--- config.mk ---
export PLATFORM = sky130hd
export DESIGN_NAME = sccb_config_sequencer_flat
export DESIGN_NICKNAME = d
export VERILOG_FILES = /design/src/rtl/sccb_config_sequencer_if.sv /design/src/rtl/sccb_config_sequencer.sv /design/src/flat_wrapper.sv
export SDC_FILE = /design/constraint.sdc
export NUM_CORES = 1
export LEC_CHECK = 0
export CAP_MARGIN = 15
export CORE_ASPECT_RATIO = 0.8
export CORE_UTILIZATION = 46
export CTS_CLUSTER_DIAMETER = 60
export DETAILED_ROUTE_END_ITERATION = 10
export PLACE_DENSITY = 0.79
export SETUP_SLACK_MARGIN = 0.3
export SLEW_MARGIN = 20
export SYNTH_ARGS = -nofsm -noshare
export SYNTH_HDL_FRONTEND = slang
export SYNTH_SLANG_ARGS = --single-unit
--- constraint.sdc ---
create_clock -name clk -period 2.2 [get_ports clk]
set_input_delay 0.55 -clock clk [delete_from_list [all_inputs] [get_ports clk]]
set_output_delay 0.55 -clock clk [all_outputs]
set_load 0.05 [all_outputs]
--- src/rtl/sccb_config_sequencer_if.sv ---
// Write-request bus between the configuration sequencer (master) and the SCCB byte master (slave).
interface sccb_config_sequencer_if;
  logic       wr_req;
  logic [7:0] wr_addr;
  logic [7:0] wr_data;
  logic       wr_ready;
  logic       wr_done;
  logic       wr_nack;

  modport master (
    output wr_req, wr_addr, wr_data,
    input  wr_ready, wr_done, wr_nack
  );

  modport slave (
    input  wr_req, wr_addr, wr_data,
    output wr_ready, wr_done, wr_nack
  );
endinterface

--- src/rtl/sccb_config_sequencer.sv ---
// Walks a camera register table after power-up and pushes each entry to an SCCB byte master.
// Optional macro SCCB_RETRY_EN: re-issue a NACKed entry up to MAX_RETRY times before aborting.
module sccb_config_sequencer #(
  parameter int unsigned TABLE_DEPTH     = 128,
  parameter int unsigned TABLE_AW        = $clog2(TABLE_DEPTH),
  parameter int unsigned PWR_WAIT_CYCLES = 1_000_000,
  parameter int unsigned DLY_CYCLES      = 1_000_000,
  parameter int unsigned MAX_RETRY       = 3
) (
  input  logic                    clk,
  input  logic                    reset,
  input  logic                    start,
  output logic [TABLE_AW-1:0]     tbl_addr,
  input  logic [15:0]             tbl_data,
  sccb_config_sequencer_if.master wr,
  output logic                    busy,
  output logic                    cfg_done,
  output logic                    cfg_err,
  output logic [TABLE_AW-1:0]     err_index
);

  localparam int unsigned CNT_MAX = (PWR_WAIT_CYCLES > DLY_CYCLES) ? PWR_WAIT_CYCLES : DLY_CYCLES;
  localparam int unsigned CNT_W   = (CNT_MAX > 1) ? $clog2(CNT_MAX + 1) : 1;
  // One extra index bit so that reaching TABLE_DEPTH is representable.
  localparam int unsigned IDX_W   = TABLE_AW + 1;
  localparam int unsigned RTY_W   = (MAX_RETRY > 0) ? $clog2(MAX_RETRY + 1) : 1;

  localparam logic [15:0] ENTRY_END = 16'hFFFF;
  localparam logic [15:0] ENTRY_DLY = 16'hFFF0;

`ifdef SCCB_RETRY_EN
  localparam bit RETRY_EN = 1'b1;
`else
  localparam bit RETRY_EN = 1'b0;
`endif

  typedef enum logic [3:0] {
    IDLE,
    PWR_WAIT,
    FETCH,
    DECODE,
    ISSUE,
    WAIT_DONE,
    DELAY,
    DONE,
    ERROR
  } state_e;

  state_e              state_q, state_d;
  logic [IDX_W-1:0]    idx_q, idx_d;
  logic [CNT_W-1:0]    cnt_q, cnt_d;
  logic [RTY_W-1:0]    rty_q, rty_d;
  logic [7:0]          addr_q, addr_d;
  logic [7:0]          data_q, data_d;
  logic [TABLE_AW-1:0] err_idx_q, err_idx_d;
  logic                tbl_end;

  assign tbl_end = (idx_q >= IDX_W'(TABLE_DEPTH)) || (tbl_data == ENTRY_END);

  always_ff @(posedge clk) begin
    if (reset) begin
      state_q   <= PWR_WAIT;
      idx_q     <= '0;
      cnt_q     <= '0;
      rty_q     <= '0;
      addr_q    <= '0;
      data_q    <= '0;
      err_idx_q <= '0;
    end else begin
      state_q   <= state_d;
      idx_q     <= idx_d;
      cnt_q     <= cnt_d;
      rty_q     <= rty_d;
      addr_q    <= addr_d;
      data_q    <= data_d;
      err_idx_q <= err_idx_d;
    end
  end

  always_comb begin
    state_d   = state_q;
    idx_d     = idx_q;
    cnt_d     = cnt_q;
    rty_d     = rty_q;
    addr_d    = addr_q;
    data_d    = data_q;
    err_idx_d = err_idx_q;

    // Start wins over every state; an in-flight transaction's wr_done is simply never looked at.
    if (start) begin
      state_d   = FETCH;
      idx_d     = '0;
      cnt_d     = '0;
      rty_d     = '0;
      err_idx_d = '0;
    end else begin
      case (state_q)
        IDLE: state_d = IDLE;
        PWR_WAIT: begin
          if (cnt_q == CNT_W'(PWR_WAIT_CYCLES - 1)) begin
            cnt_d   = '0;
            idx_d   = '0;
            state_d = FETCH;
          end else begin
            cnt_d = cnt_q + CNT_W'(1);
          end
        end
        FETCH: state_d = DECODE;
        DECODE: begin
          if (tbl_end) begin
            state_d = DONE;
          end else if (tbl_data == ENTRY_DLY) begin
            cnt_d   = '0;
            state_d = DELAY;
          end else begin
            addr_d  = tbl_data[15:8];
            data_d  = tbl_data[7:0];
            rty_d   = '0;
            state_d = ISSUE;
          end
        end
        ISSUE: begin
          if (wr.wr_ready) state_d = WAIT_DONE;
        end
        WAIT_DONE: begin
          if (wr.wr_done) begin
            if (!wr.wr_nack) begin
              idx_d   = idx_q + IDX_W'(1);
              state_d = FETCH;
            end else if (RETRY_EN && (rty_q < RTY_W'(MAX_RETRY))) begin
              rty_d   = rty_q + RTY_W'(1);
              state_d = ISSUE;
            end else begin
              err_idx_d = idx_q[TABLE_AW-1:0];
              state_d   = ERROR;
            end
          end
        end
        DELAY: begin
          if (cnt_q == CNT_W'(DLY_CYCLES - 1)) begin
            cnt_d   = '0;
            idx_d   = idx_q + IDX_W'(1);
            state_d = FETCH;
          end else begin
            cnt_d = cnt_q + CNT_W'(1);
          end
        end
        DONE:    state_d = DONE;
        ERROR:   state_d = ERROR;
        default: state_d = IDLE;
      endcase
    end
  end

  // Request is gated by ready so it is high only in the single handshake cycle.
  assign wr.wr_req  = (state_q == ISSUE) && wr.wr_ready && !start;
  assign wr.wr_addr = addr_q;
  assign wr.wr_data = data_q;

  assign tbl_addr  = idx_q[TABLE_AW-1:0];
  assign busy      = !((state_q == IDLE) || (state_q == DONE) || (state_q == ERROR));
  assign cfg_done  = (state_q == DONE);
  assign cfg_err   = (state_q == ERROR);
  assign err_index = err_idx_q;

endmodule
--- src/flat_wrapper.sv ---
// flat-port wrapper written by rule: the top's interface ports become plain ports
module sccb_config_sequencer_flat 
#(
  parameter int unsigned TABLE_DEPTH     = 128,
  parameter int unsigned TABLE_AW        = $clog2(TABLE_DEPTH),
  parameter int unsigned PWR_WAIT_CYCLES = 1_000_000,
  parameter int unsigned DLY_CYCLES      = 1_000_000,
  parameter int unsigned MAX_RETRY       = 3
)
  (clk, reset, start, tbl_addr, tbl_data, busy, cfg_done, cfg_err, err_index, wr_wr_req, wr_wr_addr, wr_wr_data, wr_wr_ready, wr_wr_done, wr_wr_nack);
  sccb_config_sequencer_if wr_i ();
  input  logic clk;
  input  logic reset;
  input  logic start;
  output logic [TABLE_AW-1:0] tbl_addr;
  input  logic [15:0] tbl_data;
  output logic busy;
  output logic cfg_done;
  output logic cfg_err;
  output logic [TABLE_AW-1:0] err_index;
  output wire logic [$bits(wr_i.wr_req)-1:0] wr_wr_req;
  output wire logic [$bits(wr_i.wr_addr)-1:0] wr_wr_addr;
  output wire logic [$bits(wr_i.wr_data)-1:0] wr_wr_data;
  input wire logic [$bits(wr_i.wr_ready)-1:0] wr_wr_ready;
  input wire logic [$bits(wr_i.wr_done)-1:0] wr_wr_done;
  input wire logic [$bits(wr_i.wr_nack)-1:0] wr_wr_nack;
  assign wr_wr_req = wr_i.wr_req;
  assign wr_wr_addr = wr_i.wr_addr;
  assign wr_wr_data = wr_i.wr_data;
  assign wr_i.wr_ready = wr_wr_ready;
  assign wr_i.wr_done = wr_wr_done;
  assign wr_i.wr_nack = wr_wr_nack;
  sccb_config_sequencer #(.TABLE_DEPTH(TABLE_DEPTH), .TABLE_AW(TABLE_AW), .PWR_WAIT_CYCLES(PWR_WAIT_CYCLES), .DLY_CYCLES(DLY_CYCLES), .MAX_RETRY(MAX_RETRY)) u_core (.clk(clk), .reset(reset), .start(start), .tbl_addr(tbl_addr), .tbl_data(tbl_data), .wr(wr_i), .busy(busy), .cfg_done(cfg_done), .cfg_err(cfg_err), .err_index(err_index));
endmodule
==> results of run 1 <==
## through the flow
step           setup WS (ns)  area, um^2  power [mW]   TNS, ns  hold WS [ns]
2_1_floorplan       -0.00932        2860        1.27  -0.00932         0.458
3_3_place_gp          -0.556        3740        1.41    -12.09         0.467
3_5_place_dp          -0.605        3740        1.42    -14.18         0.471
4_1_cts                0.116        4110        1.99         0         0.489
5_1_grt              -0.0360        4520        2.15   -0.0360         0.508
6_report             0.00413        4520        2.09         0         0.486
## power groups by stage
stage / clock [mW] / combinational [mW] / sequential, mW
after detailed placement: 0 / 0.372 / 1.05
after global placement: 0 / 0.365 / 1.05
after global routing: 0.568 / 0.552 / 1.03
after floorplan: 0 / 0.183 / 1.09
after CTS: 0.531 / 0.435 / 1.03
final: 0.530 / 0.530 / 1.03
## synthesized netlist by cell type, types with 4 or more instances
master and n:
dfxtp_1 55, and3_1 4, clkbuf_1 7, nand2b_1 4, nand2_1 23, nor3_1 10, nand4_1 9, mux2i_1 22
nor4_1 9, nand3_1 12, nor3b_1 4, xor2_1 4, or3_1 5, xnor2_1 13, inv_1 6, nor2_1 56
buf_4 7, a21oi_1 14, buf_2 5
## kinds of logic after synthesis
logic type / after synthesis / synth area share [%]
multiplexers: 22 / 7.85
AND/OR/NAND/NOR: 159 / 29.7
buffers and inverters: 28 / 4.95
adder cells (fa/ha/maj): 3 / 1.34
AO/OA/AOI/OAI: 43 / 11.6
XOR/XNOR: 17 / 5.31
flip-flops: 55 / 39.2
## critical path, stage by stage, from the launching register on
cell     delay [ns]
dfxtp_2        0.36
inv_2          0.04
or3_1          0.36
o41a_1         0.52
buf_4          0.18
nor4b_4        0.23
buf_4          0.20
nand2_2        0.07
a21oi_2        0.15
## placed cells by master, fill, tap and decap left out, drive strengths merged, types with 11 or more instances in the layout
cell type and count:
dlygate4sd2 31, mux2i 22, xnor2 13, nand3 12, nand2 23, buf 96, nor2 56, a21oi 14
nor3 11, dfxtp 55
## registers in the layout, summed over array words and instances, names as in the netlist
name,flops
u_core.cnt_q,20
u_core.wr.wr_addr,8
u_core.idx_q,8
u_core.wr.wr_data,8
u_core.state_q,4
u_core.err_index,7
## layer usage
metal | share of wire [%] | GRT usage, % | up-vias
li1 | - | - | 1393
met1 | 41 | 34.2 | 1449
met2 | 52 | 45.8 | 118
met3 | 5.3 | 4.38 | 29
met4 | 2.6 | 8.29 | 0
met5 | 0 | 0 | -
## layout make-up
| cell class | count | area share, % |
|---|---|---|
| Clock buffer | 6 | 1.60 |
| Inverter | 7 | 0.581 |
| Multi-Input combinational cell | 244 | 44.6 |
| Sequential cell | 55 | 24.7 |
| Tap cell | 81 | 2.24 |
| Timing Repair Buffer | 132 | 26.3 |
## repair_timing
action | CTS | global route
hold buffers | 0 | 0
endpoints found under the setup margin | 80 | 54
hold endpoints to repair | 0 | 0
cloned | 2 | 1
buffers inserted | 18 | 14
pin swaps | 44 | 34
gates resized for setup | 156 | 62
## worst min path at each step
stage / end / cells past startpoint
2_1_floorplan: u_core.cnt_q[1] / 2
3_5_place_dp: u_core.err_index[1] / 2
3_3_place_gp: u_core.err_index[1] / 2
5_1_grt: u_core.wr.wr_addr[7] / 3
4_1_cts: u_core.err_index[1] / 2
6_report: u_core.wr.wr_addr[7] / 3
==> metrics.md, run 1 <==
| Metric | Value |
|---|---|
| Vias per cell | 5.69 |
| Yosys cell types | 55 |
| Inst Count DP | 484 |
| First-pass DRT Iterations | 5 |
| Final period util | 99.8% |
| WS Path Type | reg -> reg |
| R2R Setup Slk | 0.004 ns |
| Reg-to-reg endpoint | u_core.idx_q[7] |
| Largest net degree at the start of global routing | 19 |
| Final std cells w/o fill | about 530 |
| Cells after synthesis | approximately 330 |
| CTS root buffer | clkbuf_8 |
| GR Util All Layers | 26.7% |
| CTS Buf Count | 5 |
| CP Capture Point | u_core.idx_q[7] |
| Die Y | 71.9 um |
| Register bit total from synthesis | 55 |
| Global route total overflow | 0 |
| Avg Cell Area, Syn | 8.58 um^2 |
| Max-Cap Viols | 0 |
| Fill cells | 358 |
| CP arrival | roughly 2.4 ns |
| Vias in the first global route | 2819 |
| Share of cells above drive strength 1 | 41.4% |
| Worst Skew | 0.00872 ns |
| Wire per inst | 18.1 um |
| Dominant cells by area after synthesis | dfxtp_1 (39%), mux2i_1 (7.8%), nor2_1 (7.5%) |
| Synth Flop Type | dfxtp_1 |
| Internal | 1.47 mW |
| Yosys top cell area share | 39.2% |
| Post-synthesis async set-or-reset flop share | 0% |
| CTS H-tree depth | 2 |
| Area of the multi-input gates | roughly 2000 um^2 |
| Maximum buffer depth of the clock tree | 2 |
| Worst Hold Launch | tbl_data[15] |
| EDFF count, synth | 0 |
| Max-slew headroom | about 62% |
| Ports | 56 |
| NetSw | around 0.62 mW |
| Max-slew violation count | 0 |
| HP Class | in -> reg |
| CP max FO | 6 |
| Vias | 2989 |
| CP startpoint kind | flip-flop |
| Static Leak | around 1.9 nW |
| Syn Nets | 352 |
| Fmax | between 0.4 and 0.5 GHz |
| Final cell utilization of the core | approximately three quarters |
| I/O Buffers | 55 |
| Initial antenna violation count | 0 |
| Full die area | 6420 um^2 |
| Reg power frac | roughly 50% |
| Final ANT Viol Nets | 0 |
| Clock transition at path regs | 0.09 ns |
| Worst setup startpoint | u_core.cnt_q[9] |
| Logic gate share of total power | approximately a quarter |
| Layout area overhead | 61.2% |
| Die width | about 90 um |
| Req. time, crit path | 2.44 ns |
| Final setup fails | 0 |
| # DRC | 0 |
| RSZ-0062 raised after global routing | yes |
| Clk_lat worst skew | 0.31 ns |
| Outcome | complete, no violations |
| ANT cells | 0 |
| Pwr Density | 462 nW/um^2 |
| Reg2Reg Depth | 8 |
| Worst r2r src | u_core.cnt_q[9] |
| Initial Util | 47.5% |
| Seq/Total Area, Yosys | 39.2% |
| Least-Margin Pin Slew | 0.571 ns |
| Final min period | 2.20 ns |
| Core region area | 5910 um^2 |
| 1st-iter DRT viols | 179 |
| Clk sinks | 55 |
| Hpwl dp | around 5100 um |
| Sw Ratio | 29.9% |
| CTS tree | built |
| Final hold vios | 0 |
| Clock Power Share | 25.3% |
| GP Congestion | 0.813 |
| Std cell rows | 25 |
| Area leader, netlist | dfxtp_1 |
| Reg area | 1120 um^2 |
| Synthesized area | 2810 um^2 |
| Worst Setup End Kind | flip-flop |
| Drt total wl | 9480 um |
| YS warnings | 0 |
| Max VDD drop | 346 uV |
| NumNets Final | 470 |
| First-pass GRT wire length | between 10000 and 15000 um |
No activity file was read; power rests on OpenSTA's default activity.
==> run 2: changes to the inputs <==
CORE_UTILIZATION = 55   (was 46)
DONT_BUFFER_PORTS = 1   (was default)
PLACE_DENSITY = 0.77   (was 0.79)
clock period = 1.84 ns   (was 2.2 ns; I/O delays follow)
==> run 2 against run 1 <==
Effect of this change:
- global-route usage increased by 13 points
- combinational power increased by 14%
- non-clock buffer count decreased by 36
- clock skew increased by 0.0017 ns
- sequential share of layout area increased by 1.4 points
- flip-flop and latch count unchanged
- the run now ends with setup timing left
- register-to-register slack got worse by 0.36 ns
- clock power increased by 55%
- count of clock-buffer cells in the layout unchanged
==> metrics.md, run 2 (same netlist as run 1, synthesis figures left out) <==
| Metric | Value |
|---|---|
| Least-Margin Pin Slew | 0.672 ns |
| ANT cells | 0 |
| Final hold vios | 0 |
| Final std cells w/o fill | 469 |
| Design Area, Final | 4310 um^2 |
| CTS H-tree depth | 2 |
| WS Path Type | reg -> reg |
| Sw Ratio | 30.1% |
| CTS Buf Count | 5 |
| Die Y | 65.9 um |
| CP bufs+invs | 1 |
| Final setup fails | 39 |
| NetSw | 0.814 mW |
| Worst path max stage delay | between 0.4 and 0.5 ns |
| Clk sinks | 55 |
| GR Util All Layers | 39.4% |
| CP max FO | 5 |
| Vias per cell | 7.39 |
| Clock Power Share | a little under a third |
| Max-slew violation count | 0 |
| Clock transition at path regs | 0.10 ns |
| Logic gate share of total power | 22.3% |
| R2R Setup Slk | -0.36 ns |
| Max VDD drop | 561 uV |
| HP Class | in -> reg |
| Pwr Total | ~2.7 mW |
| Global route total overflow | 0 |
| Worst Skew | 0.0104 ns |
| Vias | 3467 |
| Clk_lat worst skew | 0.33 ns |
| TNS Setup | -6.75 ns |
| Final ANT Viol Nets | 0 |
| Initial Util | about three fifths |
| Static Leak | between 1.5 and 2 nW |
| Internal | 1.89 mW |
| Initial antenna violation count | 0 |
| I/O Buffers | 0 |
| RSZ-0062 raised after global routing | yes |
| NumNets Final | 434 |
| First-pass DRT Iterations | 7 |
| Largest net degree at the start of global routing | 21 |
| Maximum buffer depth of the clock tree | 2 |
| Inst Count DP | roughly 430 |
| Req. time, crit path | 2.06 ns |
| Failing checks | setup timing |
| Largest delay contributor family on the critical path | simple AND/OR/NAND/NOR gates |
| Most used cell, CP | nand2_1 |
| Fill cells | 144 |
| Std cell rows | 22 |
| Die width | 81.9 um |
| Worst-path cell chain | nor4bb_4 -> nand2_1 -> o41a_1 -> buf_6 -> nor3_4 -> nand2_1 -> a32o_1 |
| Max-slew headroom | 54.8% |
| Hold WS | roughly 0.18 ns |
| Max reg flops | 20 |
| Pwr Density | 628 nW/um^2 |
| First-pass GRT wire length | 15700 um |
| Worst Setup End Kind | flip-flop |
| CTS root buffer | clkbuf_8 |
| Share of cells above drive strength 1 | 48.9% |
| 1st-iter DRT viols | roughly 520 |
| Commonest non-fill, non-tap cells in the layout | buf_4 (66), nor2_1 (48), dfxtp_1 (42), buf_6 (25), nand2_1 (20) |
| Final period util | 120% |
| CP startpoint kind | flip-flop |
| Outcome | complete, but fails checks |
| # DRC | 0 |
| Hold Buf Count CTS | 0 |
| Reg power frac | a little under half |
| Crit-path slowest cell | o41a_1 |
| CTS tree | built |
| Core region area | approximately 4700 um^2 |
| Largest Register | u_core.cnt_q |
| Full die area | 5390 um^2 |
| Drt total wl | 13400 um |
| Final min period | 2.20 ns |
| Wire per inst | 28.5 um |
| Vias in the first global route | 3123 |
| PnR worst setup slack | -0.360 ns |
| Fmax | approximately 0.45 GHz |
| Commonest non-fill, non-tap cell in the layout | buf_4 |
| Hpwl dp | about 5000 um |
| Ports | 56 |
| Layout area overhead | 53.6% |
| GP Congestion | 0.803 |
| Placement Cell Area | between 3000 and 4000 um^2 |
| Max-Cap Viols | 0 |
| CP arrival | about 2.4 ns |
[run 2: path summary, 6_finish.rpt]
check / startpoint / end / cells past startpoint
worst max-delay path: u_core.cnt_q[19] / u_core.idx_q[4] / 7
worst min-delay path: reset / u_core.state_q[1] / 1
worst max register to register: u_core.cnt_q[19] / u_core.idx_q[4] / 7
worst min register to register: u_core.cnt_q[4] / u_core.cnt_q[4] / 3
[run 2: final cells by class]
type                    count  area (um^2)  area share [%]
inverters                   7         26.3           0.609
multi-input cells         244         2110            49.0
flip-flops and latches     55         1120            26.1
clock buffers               6         72.6            1.68
clock inverters             1         30.0           0.696
well taps                  60         75.1            1.74
repair buffers             96          872            20.2
[run 2: metrics by stage]
step | worst slack (ns) | utilization [%]
after global placement | -0.352 | 70.2
final | -0.360 | 91.1
after detailed placement | -0.366 | 70.2
after CTS | -0.166 | 83.7
after floorplan | -0.279 | -
after global routing | -0.417 | 91.1
[run 2: power groups by stage]
stage	registers (mW)	logic [mW]	clock network (mW)
5_1_grt	1.28	0.610	0.863
3_5_place_dp	1.30	0.328	0
6_report	1.28	0.602	0.823
2_1_floorplan	1.30	0.236	0
4_1_cts	1.28	0.461	0.785
3_3_place_gp	1.30	0.319	0
[run 2: repair_timing]
| item | in CTS | in global routing |
|---|---|---|
| buffers inserted | 20 | 13 |
| pin swaps | 35 | 36 |
| resized for setup | 75 | 56 |
| endpoints found under the setup margin | 59 | 59 |
| cloned | 2 | 0 |
| hold endpoints to repair | 0 | 0 |
[run 2: metal layers]
layer,up-vias,track usage (%),share of wire [%]
met5,-,0,0
met4,0,25.7,9.3
met3,151,8.41,13
met2,396,65.1,44
met1,1598,45.7,34
li1,1322,-,-
[run 2: worst register-to-register path, cell delays in order, from the launching register on]
cell and delay, ns:
dfxtp_2 0.37, nor4bb_4 0.30, nand2_1 0.12, o41a_1 0.43
buf_6 0.18, nor3_4 0.29, nand2_1 0.16, a32o_1 0.26
==> RTL edit (flow settings as in run 2) <==
`DLY_CYCLES` is set to 1_000_000 in 2 places; all go to 2_000_000.
--- a/src/rtl/sccb_config_sequencer.sv
+++ b/src/rtl/sccb_config_sequencer.sv
@@ -4,7 +4,7 @@
   parameter int unsigned TABLE_DEPTH     = 128,
   parameter int unsigned TABLE_AW        = $clog2(TABLE_DEPTH),
   parameter int unsigned PWR_WAIT_CYCLES = 1_000_000,
-  parameter int unsigned DLY_CYCLES      = 1_000_000,
+  parameter int unsigned DLY_CYCLES      = 2_000_000,
   parameter int unsigned MAX_RETRY       = 3
 ) (
   input  logic                    clk,
--- a/src/flat_wrapper.sv
+++ b/src/flat_wrapper.sv
@@ -4,7 +4,7 @@
   parameter int unsigned TABLE_DEPTH     = 128,
   parameter int unsigned TABLE_AW        = $clog2(TABLE_DEPTH),
   parameter int unsigned PWR_WAIT_CYCLES = 1_000_000,
-  parameter int unsigned DLY_CYCLES      = 1_000_000,
+  parameter int unsigned DLY_CYCLES      = 2_000_000,
   parameter int unsigned MAX_RETRY       = 3
 )
   (clk, reset, start, tbl_addr, tbl_data, busy, cfg_done, cfg_err, err_index, wr_wr_req, wr_wr_addr, wr_wr_data, wr_wr_ready, wr_wr_done, wr_wr_nack);
Formal check against the unedited RTL: same outputs for any inputs over 10 cycles, from zero or initial values and one cycle with reset high; that may be too few to reach the edited logic, so the function may still have changed.
==> RTL edit against run 2 <==
The flow still finishes with violations (negative setup slack). Total power fell by 2.2%. Sequential cell count up 1. Area after synthesis up 1.1%. Routed wire length is 34% lower. Die area grew 1.1%. Worst setup slack improved by 0.084 ns. Clock skew decreased by 0.0039 ns. Final area down 7.6%. Synthesized cell count increased by 0.31%.
==> RTL edit: results (changes against run 2) <==
metric,value,unit,change
r2r_start,u_core.cnt_q[12],,was u_core.cnt_q[19]
drtIter0Drc,224,,was 522
cts.sinks,56,,was 55
synth_adder_area_share,1.32,%,was 1.34%
inv_count,6,,was 7
min_to,u_core.wr.wr_addr[0],,was u_core.state_q[1]
r2r-end,u_core.state_q[0],,was u_core.idx_q[4]
syn_area_per_cell,8.65,um2,was 8.58 um2
violations,negative setup slack,,unchanged
multiInputGateArea,1960,um2,was 2110 um2
clock_area_share,2.23,%,was 2.38%
grt_pass1_vias,2731,,was 3123
status,"complete, but fails checks",,unchanged
grt_pass1_wl,13100,um,was 15700 um
setup-violations-final,35,,was 39
synthTopCellsByArea,"dfxtp_1, mux2i_1, nor2_1",,unchanged
synthTopCellsByCount,"nor2_1, dfxtp_1, mux2i_1",,"was nor2_1, dfxtp_1, nand2_1"
synth_nets,353,,was 352
track_usage,32.6,%,was 39.4%
pg_comb,0.632,mW,was 0.602 mW
hold_slack,0.198,ns,was 0.180 ns
finalNonFillerCells,454,,was 469
fin_ws,-0.276,ns,was -0.360 ns
synth_xor_area_share,8.02,%,was 5.31%
p_leak,1.38,nW,was 1.61 nW
synth_mux_area_share,8.82,%,was 7.85%
vias_per_cell,6.22,,was 7.39
reg2reg_slack,-0.28,ns,was -0.36 ns
nFillCells,256,,was 144
n_all_buffers,78,,was 96
multi_input_area_share,49.3,%,was 49.0%
dp_cells,429,,was 427
pwr-share-comb,23.9,%,was 22.3%
cp_slowest_cell,or4b_4,,was o41a_1
dp_hpwl,5240,um,was 4980 um
cts_resized,34,,was 75
multi_input_gates,246,,was 244
drive_gt1_share,38.6,%,was 48.9%
RTL edit: changes by cell type in the layout (fill, tap and decap cells not counted), sizes merged, moves of 4 or more:
cell,change
nor2,+6
buf,-18
or3,-4
a21oi,-6
xnor2,+9
RTL edit: critical path: cells and delay by family, from the launching register on:
| family | cells | cell delay [ns] |
|---|---|---|
| AND/OR/NAND/NOR | 3 | 0.91 |
| flip-flops | 1 | 0.34 |
| AO/OA/AOI/OAI | 3 | 0.57 |
| buffers and inverters | 1 | 0.19 |
RTL edit: worst max path at each step:
stage / start / endpoint
after floorplan: u_core.cnt_q[7] / u_core.idx_q[5]
after global placement: tbl_data[0] / u_core.cnt_q[7]
after detailed placement: tbl_data[0] / u_core.cnt_q[7]
after CTS: u_core.cnt_q[7] / u_core.idx_q[6]
after global routing: u_core.cnt_q[12] / u_core.idx_q[7]
final: u_core.cnt_q[12] / u_core.state_q[0]
